### config.mk
export PLATFORM = sky130hd
export DESIGN_NAME = mips_multicycle_ctrl
export DESIGN_NICKNAME = d
export VERILOG_FILES = /design/src/rtl/mips_ctrl_pkg.sv /design/src/rtl/mips_alu_decode.sv /design/src/rtl/mips_multicycle_ctrl.sv
export SDC_FILE = /design/constraint.sdc
export NUM_CORES = 1
export LEC_CHECK = 0
export BUFFER_PORTS_ARGS = -buffer_cell sky130_fd_sc_hd__buf_2
export CAP_MARGIN = 20
export CORE_AREA = 2 2 94 96
export CTS_BUF_LIST = sky130_fd_sc_hd__clkbuf_8
export CTS_CLUSTER_DIAMETER = 100
export DETAILED_ROUTE_END_ITERATION = 10
export DIE_AREA = 0 0 96 98
export GPL_TIMING_DRIVEN = 0
export SLEW_MARGIN = 20
export SYNTH_ARGS = -nofsm -noshare
export SYNTH_HDL_FRONTEND = slang
export SYNTH_SLANG_ARGS = --single-unit
### constraint.sdc
create_clock -name clk -period 2.8 [get_ports clk]
set_input_delay 0.28 -clock clk [delete_from_list [all_inputs] [get_ports clk]]
set_output_delay 0.28 -clock clk [all_outputs]
set_load 0.02 [all_outputs]
### src/rtl/mips_ctrl_pkg.sv
// Shared encodings for the multicycle MIPS controller: FSM states, opcodes,
// funct codes and datapath select values.
package mips_ctrl_pkg;

    typedef enum logic [3:0] {
        S_FETCH0  = 4'd0,
        S_FETCH1  = 4'd1,
        S_FETCH2  = 4'd2,
        S_DECODE  = 4'd3,
        S_EXEC_R  = 4'd4,
        S_EXEC_I  = 4'd5,
        S_MEM_ADDR = 4'd6,
        S_MEM_RD  = 4'd7,
        S_MEM_WR  = 4'd8,
        S_WB_ALU  = 4'd9,
        S_WB_LOAD = 4'd10,
        S_BRANCH  = 4'd11,
        S_JUMP    = 4'd12,
        S_ERR     = 4'd13
    } state_t;

    localparam logic [5:0] OP_RTYPE = 6'h00;
    localparam logic [5:0] OP_ADDI  = 6'h08;
    localparam logic [5:0] OP_LW    = 6'h23;
    localparam logic [5:0] OP_SW    = 6'h2B;
    localparam logic [5:0] OP_BEQ   = 6'h04;
    localparam logic [5:0] OP_BNE   = 6'h05;
    localparam logic [5:0] OP_J     = 6'h02;

    localparam logic [5:0] FN_ADD = 6'h20;
    localparam logic [5:0] FN_SUB = 6'h22;
    localparam logic [5:0] FN_AND = 6'h24;
    localparam logic [5:0] FN_OR  = 6'h25;
    localparam logic [5:0] FN_SLT = 6'h2A;

    localparam logic [3:0] ALU_ADD = 4'd0;
    localparam logic [3:0] ALU_SUB = 4'd1;
    localparam logic [3:0] ALU_AND = 4'd2;
    localparam logic [3:0] ALU_OR  = 4'd3;
    localparam logic [3:0] ALU_SLT = 4'd4;

    localparam logic [1:0] SRCB_REGB = 2'd0;
    localparam logic [1:0] SRCB_FOUR = 2'd1;
    localparam logic [1:0] SRCB_IMM  = 2'd2;

    localparam logic [1:0] PCSRC_ALU    = 2'd0;
    localparam logic [1:0] PCSRC_BRANCH = 2'd1;
    localparam logic [1:0] PCSRC_JUMP   = 2'd2;

endpackage

### src/rtl/mips_alu_decode.sv
// R-type funct decode: ALU operation plus a flag saying the funct is supported.
module mips_alu_decode
    import mips_ctrl_pkg::*;
(
    input  logic [5:0] funct,
    output logic [3:0] alu_op,
    output logic       funct_ok
);

    always_comb begin
        alu_op   = ALU_ADD;
        funct_ok = 1'b1;
        case (funct)
            FN_ADD:  alu_op = ALU_ADD;
            FN_SUB:  alu_op = ALU_SUB;
            FN_AND:  alu_op = ALU_AND;
            FN_OR:   alu_op = ALU_OR;
            FN_SLT:  alu_op = ALU_SLT;
            default: funct_ok = 1'b0;
        endcase
    end

endmodule

### src/rtl/mips_multicycle_ctrl.sv
// Moore control FSM for the multicycle MIPS datapath, with a bounded RAM
// handshake, retired-instruction counter and sticky error flags.
//
// state    | meaning
// FETCH0   | MAR <- PC, NPC load
// FETCH1   | instruction read, wait for mem_moc
// FETCH2   | IR load, PC <- PC + 4
// DECODE   | opcode dispatch / illegal detect
// EXEC_R   | R-type ALU op
// EXEC_I   | ADDI ALU op
// MEM_ADDR | effective address into MAR
// MEM_RD   | data read, wait for mem_moc
// MEM_WR   | data write, wait for mem_moc
// WB_ALU   | write ALU result
// WB_LOAD  | write MDR
// BRANCH   | compare and conditional PC load
// JUMP     | PC <- jump target
// ERR      | memory time-out, parked until reset
module mips_multicycle_ctrl
    import mips_ctrl_pkg::*;
#(
    parameter int MEM_TIMEOUT = 16,
    parameter int COUNT_W     = 32
) (
    input  logic               clk,
    input  logic               reset,
    input  logic [5:0]         opcode,
    input  logic [5:0]         funct,
    input  logic               alu_zero,
    input  logic               mem_moc,
    output logic               pc_ld,
    output logic               npc_ld,
    output logic               mar_ld,
    output logic               mdr_ld,
    output logic               ir_ld,
    output logic               rf_we,
    output logic               mem_en,
    output logic               mem_rw,
    output logic [3:0]         alu_op,
    output logic               alu_src_a,
    output logic [1:0]         alu_src_b,
    output logic               reg_dst,
    output logic               mem_to_reg,
    output logic [1:0]         pc_src,
    output logic [3:0]         state,
    output logic [COUNT_W-1:0] instr_count,
    output logic               illegal_op,
    output logic               bus_err
);

    localparam int WAIT_W = $clog2(MEM_TIMEOUT + 1);

    state_t            state_q, state_d;
    logic [WAIT_W-1:0] wait_cnt;
    logic              in_wait, wait_expired, is_rtype;
    logic              retire, set_ill, set_berr;
    logic [3:0]        r_alu_op;
    logic              funct_ok;

    mips_alu_decode u_alu_decode (
        .funct    (funct),
        .alu_op   (r_alu_op),
        .funct_ok (funct_ok)
    );

    assign state        = state_q;
    assign is_rtype     = (opcode == OP_RTYPE);
    assign in_wait      = (state_q == S_FETCH1) || (state_q == S_MEM_RD) || (state_q == S_MEM_WR);
    // mem_moc in the final allowed cycle still completes normally
    assign wait_expired = !mem_moc && (wait_cnt == WAIT_W'(MEM_TIMEOUT - 1));

    always_comb begin
        state_d    = S_FETCH0;
        retire     = 1'b0;
        set_ill    = 1'b0;
        set_berr   = 1'b0;
        pc_ld      = 1'b0;
        npc_ld     = 1'b0;
        mar_ld     = 1'b0;
        mdr_ld     = 1'b0;
        ir_ld      = 1'b0;
        rf_we      = 1'b0;
        mem_en     = 1'b0;
        mem_rw     = 1'b0;
        alu_op     = ALU_ADD;
        alu_src_a  = 1'b0;
        alu_src_b  = SRCB_REGB;
        reg_dst    = 1'b0;
        mem_to_reg = 1'b0;
        pc_src     = PCSRC_ALU;
        case (state_q)
            S_FETCH0: begin
                mar_ld  = 1'b1;
                npc_ld  = 1'b1;
                state_d = S_FETCH1;
            end
            S_FETCH1: begin
                mem_en = 1'b1;
                mem_rw = 1'b1;
                mdr_ld = 1'b1;
                if (mem_moc)           state_d = S_FETCH2;
                else if (wait_expired) begin state_d = S_ERR; set_berr = 1'b1; end
                else                   state_d = S_FETCH1;
            end
            S_FETCH2: begin
                ir_ld     = 1'b1;
                pc_ld     = 1'b1;
                alu_src_b = SRCB_FOUR;
                state_d   = S_DECODE;
            end
            S_DECODE: begin
                case (opcode)
                    OP_RTYPE:     if (funct_ok) state_d = S_EXEC_R; else set_ill = 1'b1;
                    OP_ADDI:      state_d = S_EXEC_I;
                    OP_LW, OP_SW: state_d = S_MEM_ADDR;
                    OP_BEQ, OP_BNE: state_d = S_BRANCH;
                    OP_J:         state_d = S_JUMP;
                    default:      set_ill = 1'b1;
                endcase
            end
            S_EXEC_R: begin
                alu_src_a = 1'b1;
                alu_op    = r_alu_op;
                state_d   = S_WB_ALU;
            end
            S_EXEC_I: begin
                alu_src_a = 1'b1;
                alu_src_b = SRCB_IMM;
                state_d   = S_WB_ALU;
            end
            S_MEM_ADDR: begin
                alu_src_a = 1'b1;
                alu_src_b = SRCB_IMM;
                mar_ld    = 1'b1;
                state_d   = (opcode == OP_SW) ? S_MEM_WR : S_MEM_RD;
            end
            S_MEM_RD: begin
                mem_en = 1'b1;
                mem_rw = 1'b1;
                mdr_ld = 1'b1;
                if (mem_moc)           state_d = S_WB_LOAD;
                else if (wait_expired) begin state_d = S_ERR; set_berr = 1'b1; end
                else                   state_d = S_MEM_RD;
            end
            S_MEM_WR: begin
                mem_en = 1'b1;
                if (mem_moc)           retire = 1'b1;
                else if (wait_expired) begin state_d = S_ERR; set_berr = 1'b1; end
                else                   state_d = S_MEM_WR;
            end
            S_WB_ALU: begin
                rf_we     = 1'b1;
                reg_dst   = is_rtype;
                alu_src_a = 1'b1;
                alu_src_b = is_rtype ? SRCB_REGB : SRCB_IMM;
                alu_op    = is_rtype ? r_alu_op : ALU_ADD;
                retire    = 1'b1;
            end
            S_WB_LOAD: begin
                rf_we      = 1'b1;
                mem_to_reg = 1'b1;
                retire     = 1'b1;
            end
            S_BRANCH: begin
                alu_src_a = 1'b1;
                alu_op    = ALU_SUB;
                pc_src    = PCSRC_BRANCH;
                pc_ld     = ((opcode == OP_BEQ) && alu_zero) || ((opcode == OP_BNE) && !alu_zero);
                retire    = 1'b1;
            end
            S_JUMP: begin
                pc_ld  = 1'b1;
                pc_src = PCSRC_JUMP;
                retire = 1'b1;
            end
            S_ERR:   state_d = S_ERR;
            default: state_d = S_FETCH0;
        endcase
    end

    always_ff @(posedge clk or negedge reset) begin
        if (!reset) begin
            state_q     <= S_FETCH0;
            wait_cnt    <= '0;
            instr_count <= '0;
            illegal_op  <= 1'b0;
            bus_err     <= 1'b0;
        end else begin
            state_q <= state_d;
            // wait states are never entered back-to-back, so clearing outside them clears on entry
            if (in_wait) begin
                if (!mem_moc) wait_cnt <= wait_cnt + WAIT_W'(1);
            end else begin
                wait_cnt <= '0;
            end
            if (retire)   instr_count <= instr_count + COUNT_W'(1);
            if (set_ill)  illegal_op  <= 1'b1;
            if (set_berr) bus_err     <= 1'b1;
        end
    end

endmodule

Word level (Yosys, flattened, before mapping) --
Cells that the tools add are included.
Storage, ports and cells: bits in registers 43, input bits 16, output and inout port bits 57, logic and storage cells 93
Operators by class: $add $sub $neg 2, equality and inequality tests 26, multiplexer cells 37, reduce and logical (&&, ||, !) cells 23
Operators with widths (number):
- $eq 6x6->1 const B | 7
- $pmux 4 s9 | 1
- $add 32x1->32 const B | 1
- $mux 4 | 7
- $eq 4x4->1 const B | 6
- $pmux 4 s5 | 1
- $eq 4x3->1 const B | 4
- $mux 1 | 16
- $reduce_or 2->1 | 8
- $eq 6x3->1 const B | 2
- $pmux 3 s4 | 1
- $pmux 4 s3 | 1
- $mux 5 | 2
- $reduce_or 5->1 | 2
- $eq 4x2->1 const B | 2
- $eq 6x2->1 const B | 1
- $eq 6x4->1 const B | 1
- $logic_not 6->1 | 1
- $mux 3 | 2
- $pmux 1 s2 | 3
- $pmux 2 s3 | 1
- $reduce_or 6->1 | 1
- $add 5x1->5 const B | 1
- $eq 5x4->1 const B | 1
- 10 further kinds | 15

Depth between registers and ports, before layout --
Gate-level depths: netlist (run 1).
depth after elaboration 6, gate-level depth with buffers 8, mapped depth without buffers 8

By module --
From an unflattened synthesis (run 1), not the netlist that was laid out.
Second synthesis, totals: cells, all modules 285, area total of the unflattened synthesis 2728.9 µm²
By module, submodules not included:
- mips_multicycle_ctrl | times used 1, cells an instance 273, area an instance 2633.8 µm², seq. area each 1076.0 µm²
- mips_alu_decode | times used 1, cells an instance 12, area an instance 95.1 µm², seq. area each 0.0 µm²

Worst setup path after synthesis (run 1) --
No wires, ideal clock.
path kind register to output, start reg state_q[2] (netlist: state[2]), end out mem_rw, arrival 2.052 ns, data required time 2.520 ns, path slack 0.468 ns, stages on the path, launching flop included 5, path buffers 2, path through dfrtp_1 > clkbuf_1 > nor2_1 > nor4b_1 > buf_4
Between the ends: cells in the longest elaborated chain, start to end 3, elaborated cells on any way between the ends 4, those cells by class eq/ne (2); mux (1); reduce/logical (1)
Ends and longest elaborated chain:
- start, declared | line mips_multicycle_ctrl.sv:53 | state_t state_q, state_d;
- start signal, assigned | line mips_multicycle_ctrl.sv:189 | state_q <= state_d;
- $eq 4x1->1 or $eq 4x3->1 (tied branches)
- $reduce_or 2->1 (no line) (*)
- $mux 1 (*)
- end, declared | line mips_multicycle_ctrl.sv:38 | output logic mem_rw,
Mark *: on every way between the ends. The rest lies on a longest branch, timed or not.

Final worst setup path (run 1) --
start reg state_q[3] (netlist: state[3]), end out alu_op[0]
Between the ends: cells in the longest elaborated chain, start to end 2, elaborated cells on any way between the ends 4, those cells by class eq/ne (3); mux (1)
Ends and longest elaborated chain:
- $eq 4x4->1 or $eq 4x3->1 (tied branches) | line mips_multicycle_ctrl.sv:91 | case (state_q)
- $pmux 4 s3 (*) | line mips_multicycle_ctrl.sv:91
- end, declared | line mips_multicycle_ctrl.sv:39 | output logic [3:0] alu_op,
Marked as above.

==> results of run 1 <==
[placed cells by master, fill, tap and decap left out, types with 4 or more instances in the layout]
master,synthesis,layout
buf_2,1,72
dfrtp_1,43,43
xnor2_1,28,28
nor2_1,25,25
nand2_1,24,24
nor3_1,10,10
nor2b_1,10,10
nand4_1,10,10
nand3_1,9,9
a21oi_1,8,8
xor2_1,8,8
nand2b_1,6,6
clkbuf_8,0,6
clkbuf_1,5,5
inv_1,4,4
nand4b_1,4,4
and4_1,4,4
[per-layer routing]
layer	vias to the layer above	share of wire, %	global-route usage (%)	routed length, um
met5	-	0	0	0
met4	0	1.9	5.16	114
met3	10	5.8	2.47	339
met2	76	46	19.9	2720
met1	1004	46	16.3	2720
li1	1062	-	-	-
[final timing paths]
kind | cells past startpoint | slack [ns] | endpoint | start
max | 7 | 0.40 | alu_op[0] | state[3]
min | 1 | 0.12 | instr_count[9] | reset
max reg2reg | 6 | 0.78 | state[2] | wait_cnt[0]
min reg2reg | 1 | 0.46 | bus_err | bus_err
max in group asynchronous | 1 | 2.08 | wait_cnt[0] | reset
min in group clk | 4 | 0.34 | state[0] | opcode[4]
[through the flow]
| stage | std cells | utilization [%] | total power, mW | instance area, um^2 | hold slack [ns] |
|---|---|---|---|---|---|
| after CTS | 444 | 36.2 | 2.02 | 3070 | 0.168 |
| final | 444 | 36.2 | 1.99 | 3070 | 0.122 |
| after floorplan | 257 | - | 1.26 | 2460 | -0.0156 |
| after global routing | 444 | 36.2 | 2.12 | 3070 | 0.207 |
| after global placement | 436 | 34.9 | 1.49 | 2950 | 0.444 |
| after detailed placement | 436 | 34.9 | 1.50 | 2950 | 0.447 |
[Yosys cell counts, types with 2 or more instances]
cell	n	area [um^2]
a21o_1	3	22.5
a21oi_1	8	40.0
and3_1	3	18.8
and4_1	4	35.0
buf_4	3	22.5
clkbuf_1	5	18.8
dfrtp_1	43	1080
ha_1	3	37.5
inv_1	4	15.0
mux2i_1	2	20.0
nand2_1	24	90.1
nand2b_1	6	37.5
nand3_1	9	45.0
nand3_2	2	20.0
nand4_1	10	62.6
nand4_2	2	25.0
nand4b_1	4	35.0
nor2_1	25	93.8
nor2b_1	10	62.6
nor3_1	10	50.1
nor3b_1	3	22.5
nor4_1	2	12.5
o211ai_1	3	22.5
o21ai_0	3	15.0
o21bai_1	2	15.0
o22ai_1	2	12.5
xnor2_1	28	245
xor2_1	8	70.1
[sequential cells by signal, indices dropped and copies added (netlist names)]
signal       count
wait_cnt         5
state            4
illegal_op       1
instr_count     32
bus_err          1
[cells by family after synthesis]
logic type,after synthesis
flops,43
fa+ha+maj,3
compound gates,31
buf+inv,14
simple gates,126
mux,3
xor+xnor,36
other cells,1
[where the power goes]
group          internal [mW]  switching, mW  leakage [nW]
registers              0.677         0.0649         0.580
clock network          0.289          0.218        0.0612
logic                  0.265          0.481         0.827
[layout make-up]
cell class	instances	area share [%]
sequential	43	35.1
clock inverter	2	1.14
multi-input combinational	200	42.7
tap	108	4.40
buffer	10	1.88
inverter	4	0.489
clock buffer	6	2.69
timing repair buffer	71	11.6
==> results.cfg, run 1 <==
[outcome]
status = finished clean

[critical_path]
crit_family = buffers and inverters
crit_type = reg2out
cp_slowest_cell = dfrtp_1
path_cells = clkbuf_1 > nor2b_1 > nand2_1 > nor2_1 > o211ai_1 > o32ai_1 > buf_2
critPathCaptureType = primary output
start_kind = flip-flop
cp_max_fo = 10
cpPeakStageDelay_ns = 0.37
arrival_ns = 2.12
cp.required_ns = 2.52
critical_path_buf_inv_count = 2

[die]
die_h_um = 98
ioPinCount = 73
core_area_um2 = 8470
initial_core_util_pct = 29.1
die-area_um2 = 9410
die_w_um = 96
placement_rows = 34

[yosys]
synth_ff_type = dfrtp_1
async_flop_share_pct = 100
netlist_area_um2 = 2460
ys_warn_count = 0
synth_compound_gate_area_share_pct = 8.49
ys_seq_elements = 43
synth_top_family_by_area = simple AND/OR/NAND/NOR gates
synthXorXnorAreaFrac_pct = 12.8
ys_seq_area_share_pct = 43.7
synth_simple_gate_area_share_pct = 29.0
syn_avg_cell_area_um2 = 9.57
synthAdderAreaFrac_pct = 1.53
synthMuxAreaShare_pct = 1.27
synthDistinctLibCells = 54
synth_nets = 276
synth_edf_count = 0
syn_inst = 257

[finish]
fillers = 892
ff_latch_area_um2 = 1080
synthToLayoutAreaGrowth_pct = 24.7
antenna_cells = 0
drive_gt1_share_pct = 28.6
nets = 354
multi_input_area_um2 = 1310

[placed_design]
portBuffers = 71
pre_cts_slack_ns = 0.722
dp_hpwl_um = 4470
finalWeightedCongestion = 0.814

[route]
routedWlPerCell_um = 13.3
vias = 2152
drt_first_pass_iters = 6
drt_wl_total_um = 5900
first_iter_violations = 58
ant_nets = 0
drc = 0
via_per_inst = 4.85

[sta]
period_needed_ns = 2.40
period_share_pct = 85.7
worstMarginPinSlew_ns = 0.954
rsz0062_at_grt = false
fin_setup_tns_ns = 0
slew_headroom_pct = 36.4
maxSlewViolCount = 0
fin_ws_ns = 0.400
max_freq_mhz = 417
setup_violations = 0
hold_viol = 0
clock_skew_ns = 0.00726

[grt]
grt.total_usage_pct = 12.5
grt_overflow = 0
grt_pass1_wl_um = 9380
grt_max_degree = 44
first_global_vias = 2025
antenna_found_initial = 0

[clocking]
ctsLongestPathBuffers = 2
clk_latency_ns = 0.30
cts-root-buf = clkbuf_8
path_clk_slew_ns = 0.08
cts-resized-gates = 0
cts_buffers = 5
post-cts-setup-buffer-count = 0
cts_num_sinks = 43
cts_hold_buf = 0
cts_tree = yes
htreeDepth = 2

[pwr]
peakVddDrop_mv = 0.352
power_per_cell_area_nw_per_um2 = 650
leakagePower_nw = 1.47

[worst_hold_path]
hold_path_class = in2async

[run]
cap_viol_max_count = 0
(Power assumes the default switching activity.)
==> run 2, diff against run 1 <==
--- a/config.mk
+++ b/config.mk
@@ -7,12 +7,13 @@
 export LEC_CHECK = 0
 export BUFFER_PORTS_ARGS = -buffer_cell sky130_fd_sc_hd__buf_2
 export CAP_MARGIN = 20
-export CORE_AREA = 2 2 94 96
+export CORE_AREA = 2 2 89 91
 export CTS_BUF_LIST = sky130_fd_sc_hd__clkbuf_8
 export CTS_CLUSTER_DIAMETER = 100
 export DETAILED_ROUTE_END_ITERATION = 10
-export DIE_AREA = 0 0 96 98
+export DIE_AREA = 0 0 91 93
 export GPL_TIMING_DRIVEN = 0
+export REMOVE_ABC_BUFFERS = 1
 export SLEW_MARGIN = 20
 export SYNTH_ARGS = -nofsm -noshare
 export SYNTH_HDL_FRONTEND = slang
==> run 2 against run 1 <==
Effect of this change: the flow now finishes with violations (negative hold slack); wire length down 7.2%; die area down 10%; critical path depth down 1; design area down 3.0%; global-route usage up 0.80 points; clock skew down 0.0036 ns; power down 9.1%; flip-flop and latch count unchanged; highest routed layer unchanged; largest power group is now sequential cells; register-to-register slack worse by 0.18 ns.
==> results.cfg, run 2 (synthesized netlist as in run 1, its figures left out) <==
[die]
ioPinCount = 73
die-area_um2 = 8460
die_h_um = 93
die_w_um = 91
initial_core_util_pct = 32.7
placement_rows = 32
core_area_um2 = 7530

[route]
drt_wl_total_um = 5470
vias = 2124
ant_nets = 0
routedWlPerCell_um = 12.8
first_iter_violations = 53
drc = 0
via_per_inst = 4.97
drt_first_pass_iters = 4

[finish]
antenna_cells = 0
final_cell_mix = buf_2, dfrtp_1, xnor2_1, nor2_1, nand2_1
fillers = 797
synthToLayoutAreaGrowth_pct = 21.0
design_area_um2 = 2980
regMostFlops = instr_count
nets = 344
drive_gt1_share_pct = 27.7
final_common_cell = buf_2
fin_util_pct = 39.5
largest_register_ffs = 32

[sta]
fin_setup_tns_ns = 0
setup_violations = 0
period_share_pct = 88.9
worstMarginPinSlew_ns = 0.650
period_needed_ns = 2.49
hold_ws_ns = -0.0164
hold_viol = 43
rsz0062_at_grt = false
maxSlewViolCount = 0
clock_skew_ns = 0.00368
max_freq_mhz = 402
slew_headroom_pct = 56.4

[pwr]
combPwrFrac_pct = 34.1
sw_frac_of_total_pct = 39.7
p_seq_share_pct = 44.5
power_per_cell_area_nw_per_um2 = 609
peakVddDrop_mv = 0.270
power_frac_clock_pct = 21.4
internal_power_mw = 1.09
leakagePower_nw = 1.42
p_sw_mw = 0.720

[critical_path]
crit_type = reg2out
critical_path_buf_inv_count = 1
crit_family = flip-flops
arrival_ns = 2.21
cp_slowest_cell = dfrtp_1
start_kind = flip-flop
path_cells = nor2b_1 > nand2_1 > nor2_1 > o211ai_1 > o32ai_1 > buf_2
cp.required_ns = 2.52
critPathCaptureType = primary output
reg2reg_slack_ns = 0.60
cpPeakStageDelay_ns = 0.75
cp_max_fo = 21

[clocking]
cts_num_sinks = 43
cts-root-buf = clkbuf_8
ctsLongestPathBuffers = 2
htreeDepth = 2
clk_latency_ns = 0.29
post-cts-setup-buffer-count = 0
cts_hold_buf = 0
cts_buffers = 5
cts_tree = yes
cts-resized-gates = 0
path_clk_slew_ns = 0.08

[run]
cap_viol_max_count = 0

[worst_hold_path]
hold_path_class = in2async

[grt]
grt_overflow = 0
grt_pass1_wl_um = 9400
first_global_vias = 1930
grt_max_degree = 44
grt.total_usage_pct = 13.3
antenna_found_initial = 0

[outcome]
status = complete, but fails checks
violations = negative hold slack

[placed_design]
dp_hpwl_um = 4020
dpl_cell_area_um2 = 2890
finalWeightedCongestion = 0.849
portBuffers = 71
## run 2: cell types whose count changed in the layout (fill, tap and decap cells not counted), sizes merged
cell    before  now
bufinv       1    0
buf         76   71
clkbuf      11    6
## run 2: per-stage QoR
step / setup slack, ns / power [mW] / hold slack (ns) / cells
final: 0.311 / 1.81 / -0.0164 / 427
after global routing: 0.145 / 1.94 / 0.0179 / 427
after CTS: 0.319 / 1.83 / 0.178 / 427
after detailed placement: 0.609 / 1.44 / 0.445 / 420
after global placement: 0.610 / 1.44 / 0.451 / 420
after floorplan: 0.343 / 1.21 / -0.0156 / 247
## run 2: cell type report
class                      count  area, um^2  share of cell area (%)
clock inverter                 1        5.00                   0.168
multi-input combinational    200        1310                    44.1
sequential                    43        1080                    36.2
clock buffer                   6        82.6                    2.78
inverter                       4        15.0                   0.505
tap                          102         128                    4.29
timing repair buffer          71         358                    12.0
## run 2: worst paths after layout
| check | end | cells past startpoint | startpoint |
|---|---|---|---|
| max | alu_op[0] | 6 | state[3] |
| max in group asynchronous | wait_cnt[4] | 1 | reset |
| max reg2reg | instr_count[15] | 5 | state[0] |
| min | instr_count[22] | 1 | reset |
| min in group clk | state[2] | 3 | opcode[4] |
| min reg2reg | bus_err | 1 | bus_err |
## run 2: power by group through the flow
stage	Combinational [mW]	Sequential (mW)	Clock, mW
after floorplan	0.361	0.846	0
after global placement	0.616	0.819	0
after detailed placement	0.620	0.817	0
after CTS	0.622	0.805	0.406
after global routing	0.681	0.822	0.435
final	0.618	0.807	0.388
## run 2: worst register-to-register path, cell delays in order, from the launching register on
cell and delay, ns:
dfrtp_1 0.58, o21ai_1 0.33, nand3_2 0.20, nor3_1 0.61
nand4_1 0.20, xnor2_1 0.16
## run 2: metal layers
metal  global-route usage (%)  vias to the layer above  part of all wire [%]
met1                     18.3                     1025                    48
met2                     21.4                       56                    46
met5                        0                        -                     0
li1                         -                     1039                     -
met4                     3.03                        0                  0.75
met3                     3.06                        4                   4.9
